## config.mk

```make
export PLATFORM = sky130hd
export DESIGN_NAME = map_seq_ctrl
export DESIGN_NICKNAME = d
export VERILOG_FILES = /design/src/rtl/map_seq_ctrl.sv
export SDC_FILE = /design/constraint.sdc
export NUM_CORES = 1
export LEC_CHECK = 0
export BUFFER_PORTS_ARGS = -buffer_cell sky130_fd_sc_hd__buf_2
export CAP_MARGIN = 15
export CORE_MARGIN = 4
export CORE_UTILIZATION = 45
export DETAILED_ROUTE_END_ITERATION = 7
export GPL_ROUTABILITY_DRIVEN = 1
export PLACE_DENSITY = 0.72
export SYNTH_ARGS = -nofsm -noshare
export SYNTH_HDL_FRONTEND = slang
export SYNTH_SLANG_ARGS = --single-unit
```

## constraint.sdc

```tcl
create_clock -name clk -period 2.55 [get_ports clk]
set_input_delay 0.3825 -clock clk [delete_from_list [all_inputs] [get_ports clk]]
set_output_delay 0.3825 -clock clk [all_outputs]
set_load 0.03 [all_outputs]
```

## src/rtl/map_seq_ctrl.sv

```systemverilog
// OFDM packet sequencer: steers coded bits from the interleaver into the mapper,
// one SIGNAL symbol then n_sym DATA symbols, with a fixed idle gap between symbols.
module map_seq_ctrl #(
    parameter int GAP_CYC = 4
) (
    input  logic       clk,
    input  logic       rst,
    input  logic       start,
    input  logic       abort,
    input  logic [1:0] rate_type,
    input  logic [7:0] n_sym,
    input  logic       bit_vld,
    input  logic       bit_in,
    output logic       bit_rdy,
    output logic [1:0] map_type,
    output logic       map_din,
    output logic       map_en,
    output logic       tx_clr,
    output logic       sym_start,
    output logic [7:0] sym_idx,
    output logic       busy,
    output logic       done
);

    localparam logic [2:0] S_IDLE = 3'd0;
    localparam logic [2:0] S_SIG  = 3'd1;
    localparam logic [2:0] S_GAP  = 3'd2;
    localparam logic [2:0] S_DATA = 3'd3;
    localparam logic [2:0] S_DONE = 3'd4;

    localparam logic [3:0] GAP_LAST = 4'(GAP_CYC - 1);

    logic [2:0] state_q, state_d;
    logic [1:0] rate_q, rate_d;
    logic [7:0] nsym_q, nsym_d;
    logic [8:0] bit_cnt_q, bit_cnt_d;
    logic [3:0] gap_cnt_q, gap_cnt_d;
    logic [7:0] sym_idx_q, sym_idx_d;
    logic [1:0] map_type_q, map_type_d;
    logic       map_din_q, map_din_d;
    logic       map_en_q, map_en_d;
    logic       sym_start_q, sym_start_d;
    logic       tx_clr_q, tx_clr_d;

    logic [8:0] sym_bits;
    logic       accept;
    logic       last_bit;

    assign bit_rdy = (state_q == S_SIG) || (state_q == S_DATA);
    assign accept  = bit_vld && bit_rdy;

    // SIGNAL is always BPSK regardless of the latched data rate
    always_comb begin
        sym_bits = 9'd48;
        if (state_q == S_DATA) begin
            case (rate_q)
                2'b00:   sym_bits = 9'd48;
                2'b01:   sym_bits = 9'd96;
                2'b10:   sym_bits = 9'd192;
                default: sym_bits = 9'd288;
            endcase
        end
    end

    assign last_bit = (bit_cnt_q == sym_bits - 9'd1);

    always_comb begin
        state_d     = state_q;
        rate_d      = rate_q;
        nsym_d      = nsym_q;
        bit_cnt_d   = bit_cnt_q;
        gap_cnt_d   = gap_cnt_q;
        sym_idx_d   = sym_idx_q;
        map_type_d  = map_type_q;
        map_en_d    = accept;
        map_din_d   = accept ? bit_in : 1'b0;
        sym_start_d = accept && (bit_cnt_q == 9'd0);
        tx_clr_d    = 1'b0;

        case (state_q)
            S_IDLE: begin
                if (start) begin
                    rate_d     = rate_type;
                    nsym_d     = n_sym;
                    state_d    = S_SIG;
                    tx_clr_d   = 1'b1;
                    bit_cnt_d  = 9'd0;
                    sym_idx_d  = 8'd0;
                    map_type_d = 2'b00;
                end
            end
            S_SIG, S_DATA: begin
                if (accept) begin
                    if (last_bit) begin
                        bit_cnt_d = 9'd0;
                        gap_cnt_d = 4'd0;
                        state_d   = S_GAP;
                    end else begin
                        bit_cnt_d = bit_cnt_q + 9'd1;
                    end
                end
            end
            S_GAP: begin
                // the mapper type only moves here, after the last bit has drained
                if (gap_cnt_q == GAP_LAST) begin
                    if (sym_idx_q < nsym_q) begin
                        state_d    = S_DATA;
                        sym_idx_d  = sym_idx_q + 8'd1;
                        map_type_d = rate_q;
                    end else begin
                        state_d = S_DONE;
                    end
                end else begin
                    gap_cnt_d = gap_cnt_q + 4'd1;
                end
            end
            S_DONE: begin
                state_d    = S_IDLE;
                sym_idx_d  = 8'd0;
                map_type_d = 2'b00;
            end
            default: state_d = S_IDLE;
        endcase

        if (abort && (state_q != S_IDLE)) begin
            state_d     = S_IDLE;
            tx_clr_d    = 1'b1;
            bit_cnt_d   = 9'd0;
            gap_cnt_d   = 4'd0;
            sym_idx_d   = 8'd0;
            map_type_d  = 2'b00;
            map_en_d    = 1'b0;
            map_din_d   = 1'b0;
            sym_start_d = 1'b0;
        end
    end

    always_ff @(posedge clk or posedge rst) begin
        if (rst) begin
            state_q     <= S_IDLE;
            rate_q      <= 2'b00;
            nsym_q      <= 8'd0;
            bit_cnt_q   <= 9'd0;
            gap_cnt_q   <= 4'd0;
            sym_idx_q   <= 8'd0;
            map_type_q  <= 2'b00;
            map_din_q   <= 1'b0;
            map_en_q    <= 1'b0;
            sym_start_q <= 1'b0;
            tx_clr_q    <= 1'b0;
        end else begin
            state_q     <= state_d;
            rate_q      <= rate_d;
            nsym_q      <= nsym_d;
            bit_cnt_q   <= bit_cnt_d;
            gap_cnt_q   <= gap_cnt_d;
            sym_idx_q   <= sym_idx_d;
            map_type_q  <= map_type_d;
            map_din_q   <= map_din_d;
            map_en_q    <= map_en_d;
            sym_start_q <= sym_start_d;
            tx_clr_q    <= tx_clr_d;
        end
    end

    assign map_type  = map_type_q;
    assign map_din   = map_din_q;
    assign map_en    = map_en_q;
    assign sym_start = sym_start_q;
    assign tx_clr    = tx_clr_q;
    assign sym_idx   = sym_idx_q;
    assign busy      = (state_q != S_IDLE);
    assign done      = (state_q == S_DONE);

endmodule

```

Yosys cells after proc, flatten, opt, wreduce, memory -nomap -nowiden. Cells that the tools add are included.

Reduce and logical (&&, ||, !) cells: 17. Equal/unequal tests: 14. Multiplexer cells: 36. Add/sub/neg operators: 4. $lt $le $gt $ge: 1.

Operators with widths (count): two-way mux 9 bit (5); two-way mux 8 bit (4); case mux 9 bit (3 select lines) (1); case mux 8 bit (3 select lines) (1); two-way mux 3 bit (6); inequality test 3 bit (second input constant) (6); case mux 9 bit (2 select lines) (1); two-way mux 4 bit (4); AND reduction 4 bit (3); adder 9 x 1 -> 9 bit (second input constant) (1); == test 9 bit (1); zero test 9 bit (1); case mux 3 bit (3 select lines) (1); nonzero test 3 bit (3); subtractor 9 x 1 -> 9 bit (second input constant) (1); adder 8 x 1 -> 8 bit (second input constant) (1); < comparator 8 bit (1); two-way mux 2 bit (4); case mux 4 bit (2 select lines) (1); two-way mux 1 bit (7); == test 3 x 2 -> 1 bit (second input constant) (2); case mux 2 bit (3 select lines) (1); adder 4 x 1 -> 4 bit (second input constant) (1); == test 4 x 2 -> 1 bit (second input constant) (1); 12 further kinds (14).

Word-level logic and storage cells: 83. Register bits: 40. Bits of input ports: 16.

Longest topological paths before layout. Gate-level depths: netlist of run 1.

Word-level depth: 9. Mapped depth: 10. Depth with buffers taken out: 10.

Least setup slack after synthesis of run 1. Ideal clock, no wire load.

Kind: flip-flop to flip-flop. Start: register state_q[0]. End: register bit_cnt_q[5]. Required time: 2.421 ns. Buffers on the path: 1. Data arrival time: 2.400 ns. Cell stages (with the launch flop): 11. Period minus slack after synthesis: 2.528 ns. Library setup time: 0.129 ns. Setup slack: 0.022 ns. Path through: dfrtp_1 > buf_2 > and3b_1 > and2_1 > ha_1 > xnor2_1 > a311o_1 > nor4_1 > o21ai_1 > a21oi_1 > nor2_1.

Cells in the longest elaborated chain, start to end: 8.

Ends and longest elaborated chain: from (decl) (RTL line 33) `logic [2:0] state_q, state_d;`; from (signal assigned) (RTL line 152) `state_q <= state_d;`; == test 3 x 2 -> 1 bit (RTL line 49, 55, 80); two-way mux 9 bit (RTL line 55) `if (state_q == S_DATA) begin`; subtractor 9 x 1 -> 9 bit (RTL line 65) `assign last_bit = (bit_cnt_q == sym_bits - 9'd1);`; == test 9 bit (RTL line 65); two-way mux 9 bit (RTL line 94) `if (last_bit) begin`; two-way mux 9 bit (RTL line 93) `if (accept) begin`; case mux 9 bit (2 select lines) (RTL line 80) `case (state_q)`; two-way mux 9 bit (RTL line 125) `if (abort && (state_q != S_IDLE)) begin`; to (signal assigned) (RTL line 155) `bit_cnt_q <= bit_cnt_d;`; to (decl) (RTL line 36) `logic [8:0] bit_cnt_q, bit_cnt_d;`.

Several ways; a longest one is shown, not always the timed one. The select of a mux whose other input is x is not followed. A chain may end at the register's enable or synchronous reset.

Worst setup path after layout of run 1.
Start: register rate_q[0]. End: register state_q[0].

Cells in the longest elaborated chain, start to end: 7.

Ends and longest elaborated chain: from (decl) (RTL line 34) `logic [1:0] rate_q, rate_d;`; from (signal assigned) (RTL line 153) `rate_q <= rate_d;`; == test 2 bit (tied with other cells) (RTL line 56) `case (rate_q)`; case mux 9 bit (3 select lines) * (RTL line 56); two-way mux 9 bit * (RTL line 55); subtractor 9 x 1 -> 9 bit * (RTL line 65); == test 9 bit * (RTL line 65); inequality test 3 bit (no source line) *; AND reduction 4 bit (no source line) *.

Mark *: on every way between the ends. The rest lies on a longest branch, timed or not.

==> flow_summary.json, run 1 <==
{
  "layout_setup_ws_ns": 0.0866,
  "clk_pin_slew_ns": 0.08,
  "slowest_stage": "dfrtp_1",
  "core_mm2": 0.00507,
  "vias_per_cell": 5.40,
  "cts_setup_buffers": 0,
  "area_growth_pct": 25.5,
  "cts-root-buf": "clkbuf_8",
  "num-nets-final": 345,
  "synth_cell_types": 54,
  "final_common_cell": "dfrtp_1",
  "worstPathMaxFanout": 2,
  "cellLeakagePower_nw": 1.39,
  "utilization_pct": 58.3,
  "drive_gt1_share_pct": 28.6,
  "grt_max_degree": 41,
  "cts_buffer_depth": 2,
  "detail-route-antenna-nets": 0,
  "fmax_mhz": 406,
  "clock_sinks": 40,
  "grt_overflow_total": 0,
  "portBuffers": 32,
  "dieWidth_um": 80.4,
  "p_sw_mw": 0.831,
  "tns_ns": 0,
  "cts-buffers-inserted": 5,
  "drc": 0,
  "grt_pass1_vias": 2023,
  "synth_ff_type": "dfrtp_1",
  "required_ns": 2.75,
  "antenna_found_initial": 0,
  "syn_inst": 258,
  "clock_latency_ns": 0.30,
  "status": "finished, final reports clean",
  "dpl.hpwl_um": 3800,
  "post-route-period-util_pct": 96.6,
  "p_per_area_mw_per_mm2": 761,
  "drv_cap": 0,
  "mostFrequentLayoutCells": "40 x dfrtp_1, 32 x buf_2, 28 x nand2_1",
  "n_antenna_cell": 0,
  "min_period_ns": 2.46,
  "synth.yosys.seq_area_share_pct": 42.5,
  "path_cells": "inv_2 > ha_4 > and4bb_2 > ha_4 > xnor2_1 > a311o_1 > nor4_2 > o211ai_1 > buf_4 > a21o_1",
  "crit_type": "register to register",
  "synth_edf_count": 0,
  "place_ws_ns": -0.146,
  "die_area_mm2": 0.00646,
  "initialDrtViolationCount": 75,
  "p_int_mw": 1.42,
  "async_flop_share_pct": 100,
  "place_area_mm2": 0.00277,
  "num_vias": 2080,
  "ios": 33,
  "cpLargestDelayFamily": "compound AO/OA/AOI/OAI gates",
  "htree_levels": 2,
  "wl_per_cell_um": 14.1,
  "clock_skew_ns": 0.0131,
  "cts_tree": "yes",
  "num_rows": 26,
  "arrival_ns": 2.66,
  "postCtsHoldBufs": 0,
  "ys_warn_count": 0,
  "syn-cell-area_mm2": 0.00236,
  "finalSetupViolations": 0,
  "ir_drop_v": 0.000431,
  "hp-class": "input pin to async pin",
  "p_sw_share_pct": 36.9,
  "hold_slack_ns": 0.193,
  "worst_pin_slew_ns": 0.877,
  "grt_pass1_wl_um": 9090,
  "total_power_mw": 2.25,
  "crit_path_max_incr_delay_ns": 0.36,
  "final_area_mm2": 0.00296,
  "drv_slew": 0,
  "wl_um": 5440,
  "place_congestion": 0.830,
  "first_pass_iters": 4,
  "final-hold-violation-count": 0,
  "syn_nets": 289,
  "clkPwrFrac_pct": 22.9,
  "worst-path-buf-inv": 2,
  "synth_area_per_cell_um2": 9.13,
  "fin_cells": 385,
  "seqPwrFrac_pct": 35.4,
  "initial_utilization_pct": 46.4,
  "comb_power_share_pct": 41.7,
  "ys_ff_latch": 40,
  "die_h_um": 80.4,
  "grt.total_usage_pct": 17.9,
  "crit_top_cell": "ha_4",
  "critPathCaptureType": "register",
  "worstSetupStartpointType": "register",
  "placedCellCount": 377,
  "max_slew_margin_pct": 41.5
}
## registers in the layout, indices dropped and copies added (netlist names)
| signal | flops |
|---|---|
| bit_cnt_q | 9 |
| tx_clr | 1 |
| state_q | 3 |
| sym_start | 1 |
| sym_idx | 8 |
| map_en | 1 |
| nsym_q | 8 |
| rate_q | 2 |
| map_type | 2 |
| gap_cnt_q | 4 |
| map_din | 1 |
## cell type report
cell class,count,area [um2]
Multi-Input combinational cell,184,1310
Inverter,25,93.8
Tap cell,70,87.6
Timing Repair Buffer,58,355
Sequential cell,40,1000
Clock buffer,6,72.6
Fill cell,473,2120
Clock inverter,2,35.0
## layer usage
metal	global-route usage (%)	part of all wire [%]	up-vias
met5	0	0	-
met4	5.91	1.0	0
met3	3.81	4.1	5
met2	28.6	48	45
met1	24.0	47	991
li1	-	-	1039
## synthesized netlist by cell type (3+ instances only)
master | instances | area, um2
a21oi_1 | 13 | 65.1
clkbuf_1 | 5 | 18.8
nand4b_1 | 3 | 26.3
o211ai_1 | 4 | 30.0
inv_1 | 25 | 93.8
a22o_1 | 3 | 26.3
and3_1 | 3 | 18.8
xnor2_1 | 6 | 52.6
a31oi_1 | 3 | 18.8
o21ai_0 | 22 | 110
nand3_1 | 14 | 70.1
buf_2 | 4 | 20.0
dfrtp_1 | 40 | 1000
ha_1 | 15 | 188
nor3_1 | 5 | 25.0
or4_1 | 3 | 22.5
o22ai_1 | 3 | 18.8
nor2_1 | 11 | 41.3
nand2_1 | 28 | 105
nor4_1 | 4 | 25.0
## power by group through the flow
| stage | clock [mW] | combinational [mW] | sequential [mW] |
|---|---|---|---|
| 3_3_place_gp | 0 | 0.832 | 0.801 |
| 2_1_floorplan | 0 | 0.542 | 0.834 |
| 4_1_cts | 0.528 | 0.871 | 0.795 |
| 6_report | 0.514 | 0.938 | 0.797 |
| 5_1_grt | 0.553 | 1.06 | 0.810 |
| 3_5_place_dp | 0 | 0.857 | 0.805 |
## logic make-up after synthesis
kind of cell	count (synthesis)	share of synthesized area [%]
and+or+nand+nor	93	21.4
xor gates and xnor gates	8	2.97
buffers and inverters	34	5.63
muxes	3	1.38
AOI/OAI and AO/OA	65	18.2
DFF	40	42.5
adders and majority gates	15	7.97
## worst register-to-register path, cell delays in order (launching register included)
cell	delay, ns
dfrtp_1	0.36
inv_2	0.06
ha_4	0.15
and4bb_2	0.33
ha_4	0.21
xnor2_1	0.12
a311o_1	0.28
nor4_2	0.29
o211ai_1	0.22
buf_4	0.19
a21o_1	0.16
## worst paths after layout
path | startpoint | to | slack (ns) | cells past startpoint
max in group asynchronous | rst | sym_idx[1] | 2.01 | 3
worst min-delay path | rst | gap_cnt_q[2] | 0.19 | 3
worst min register to register | nsym_q[0] | nsym_q[0] | 0.51 | 1
worst max-delay path | rate_q[0] | state_q[0] | 0.09 | 10
min in group clk | n_sym[4] | nsym_q[4] | 0.29 | 3
worst max register to register | rate_q[0] | state_q[0] | 0.09 | 10
## timing repair
| action | 4_1_cts | 5_1_grt |
|---|---|---|
| endpoints found under the hold margin | 0 | 0 |
| resized for setup | 3 | 16 |
| setup endpoints to repair | 12 | 22 |
| pin swaps | 3 | 6 |
Power figures use the tool's default switching activity.
==> run 2, diff against run 1 <==
- CORE_ASPECT_RATIO: unset -> 1.75
- CORE_UTILIZATION: 45 -> 52
- PLACE_DENSITY: 0.72 -> 0.8
==> flow_summary.json, run 2 (synthesis gave the netlist of run 1 again) <==
{
  "postCtsHoldBufs": 0,
  "clkPwrFrac_pct": 19.5,
  "drv_cap": 0,
  "ios": 33,
  "wl_um": 6030,
  "grt_max_degree": 41,
  "htree_levels": 2,
  "die_h_um": 97.0,
  "n_antenna_cell": 0,
  "p_per_area_mw_per_mm2": 748,
  "rsz0062_at_grt": "yes",
  "final_area_mm2": 0.00289,
  "p_sw_mw": 0.846,
  "num-fill-cells": 369,
  "r2r_cells": 10,
  "initialDrtViolationCount": 73,
  "num-nets-final": 343,
  "largest_register_ffs": 9,
  "worst_pin_slew_ns": 0.514,
  "drive_gt1_share_pct": 28.2,
  "antenna_found_initial": 0,
  "path_cells": "inv_2 > ha_4 > and4bb_2 > ha_4 > xnor2_1 > a311o_1 > nor4_4 > o211ai_1 > buf_4 > a21o_1",
  "drv_slew": 0,
  "arrival_ns": 2.71,
  "worst-path-buf-inv": 2,
  "area_growth_pct": 22.7,
  "min_period_ns": 2.51,
  "clock_latency_ns": 0.30,
  "cts-buffers-inserted": 5,
  "max_slew_margin_pct": 65.7,
  "hp-class": "input pin to async pin",
  "drc": 0,
  "initial_utilization_pct": 53.5,
  "worstSetupStartpointType": "register",
  "comb_power_share_pct": 43.4,
  "seqPwrFrac_pct": 37.1,
  "clock_skew_ns": 0.00394,
  "multi_input_area_mm2": 0.00131,
  "die_area_mm2": 0.00571,
  "crit_type": "register to register",
  "num_vias": 2170,
  "clock_sinks": 40,
  "place_area_mm2": 0.00271,
  "num_rows": 32,
  "regArea_mm2": 0.00100,
  "grt_pass1_vias": 2184,
  "core_mm2": 0.00440,
  "detail-route-antenna-nets": 0,
  "worstPathMaxFanout": 3,
  "grt_pass1_wl_um": 9720,
  "ir_drop_v": 0.000630,
  "regMostFlops": "bit_cnt_q",
  "required_ns": 2.75,
  "grt_overflow_total": 0,
  "place_congestion": 0.845,
  "p_sw_share_pct": 39.1,
  "grt.total_usage_pct": 21.6,
  "wl_per_cell_um": 16.6,
  "finalSetupViolations": 0,
  "dpl.hpwl_um": 4280,
  "status": "finished, final reports clean",
  "cts-root-buf": "clkbuf_8",
  "vias_per_cell": 5.98,
  "first_pass_iters": 4,
  "clk_pin_slew_ns": 0.08,
  "post-route-period-util_pct": 98.6,
  "slowest_stage": "dfrtp_1",
  "final-hold-violation-count": 0,
  "r2r_slack_ns": 0.04,
  "critPathCaptureType": "register",
  "dieWidth_um": 58.9,
  "cts_tree": "yes",
  "tns_ns": 0,
  "p_int_mw": 1.32,
  "crit_top_cell": "ha_4",
  "portBuffers": 32,
  "crit_path_max_incr_delay_ns": 0.37,
  "mostFrequentLayoutCells": "40 x dfrtp_1, 32 x buf_2, 28 x nand2_1",
  "rr_endpoint": "state_q[0]",
  "fmax_mhz": 398,
  "cpLargestDelayFamily": "compound AO/OA/AOI/OAI gates",
  "final_common_cell": "dfrtp_1",
  "worstReg2RegStart": "rate_q[0]",
  "cellLeakagePower_nw": 1.36,
  "cts_buffer_depth": 2
}
## run 2: per-stage QoR
stage	std cells	total power [mW]	hold WS, ns	util (%)	worst slack, ns
after floorplan	258	1.38	0.469	-	0.0218
after detailed placement	354	1.66	0.494	61.6	-0.200
final	363	2.16	0.215	65.6	0.0367
after CTS	361	2.10	0.224	63.8	0.00348
after global placement	354	1.63	0.486	61.6	-0.0948
after global routing	363	2.32	0.244	65.6	-0.0682
## run 2: worst max-delay path by stage
stage / depth (start not counted) / from / endpoint / slack (ns)
after floorplan: 10 / state_q[0] / bit_cnt_q[5] / 0.02
after global placement: 10 / rate_q[0] / gap_cnt_q[1] / -0.09
after detailed placement: 10 / rate_q[0] / gap_cnt_q[3] / -0.20
after CTS: 10 / rate_q[0] / gap_cnt_q[3] / 0.003
after global routing: 10 / rate_q[0] / state_q[0] / -0.07
final: 10 / rate_q[0] / state_q[0] / 0.04
## run 2: what timing repair did
item | 4_1_cts | 5_1_grt
buffers inserted | 0 | 2
pin swaps | 3 | 7
endpoints found under the setup margin | 13 | 17
endpoints found under the hold margin | 0 | 0
gates cloned | 0 | 0
gates resized for setup | 4 | 14
## run 2: worst min-delay path, stage by stage
cell and delay, ns:
buf_2 0.09, inv_1 0.05, buf_4 0.44
## run 2: layer usage
| metal | track usage [%] | wire (um) |
|---|---|---|
| met3 | 3.47 | 262 |
| met4 | 10.1 | 208 |
| met1 | 24.4 | 2300 |
| met2 | 38.0 | 3260 |
| met5 | 0 | 0 |
## run 2: area by class of cell
cell class	count	share of cell area (%)
Tap cell	51	2.21
Multi-Input combinational cell	184	45.3
Clock buffer	5	2.38
Timing Repair Buffer	56	11.8
Sequential cell	40	34.6
Inverter	25	3.25
Clock inverter	2	0.433
## run 2: power groups by stage
stage	Sequential (mW)	Clock, mW	Combinational (mW)
after floorplan	0.834	0	0.542
after global placement	0.806	0	0.826
after detailed placement	0.813	0	0.849
after CTS	0.799	0.428	0.873
after global routing	0.811	0.456	1.05
final	0.802	0.422	0.940
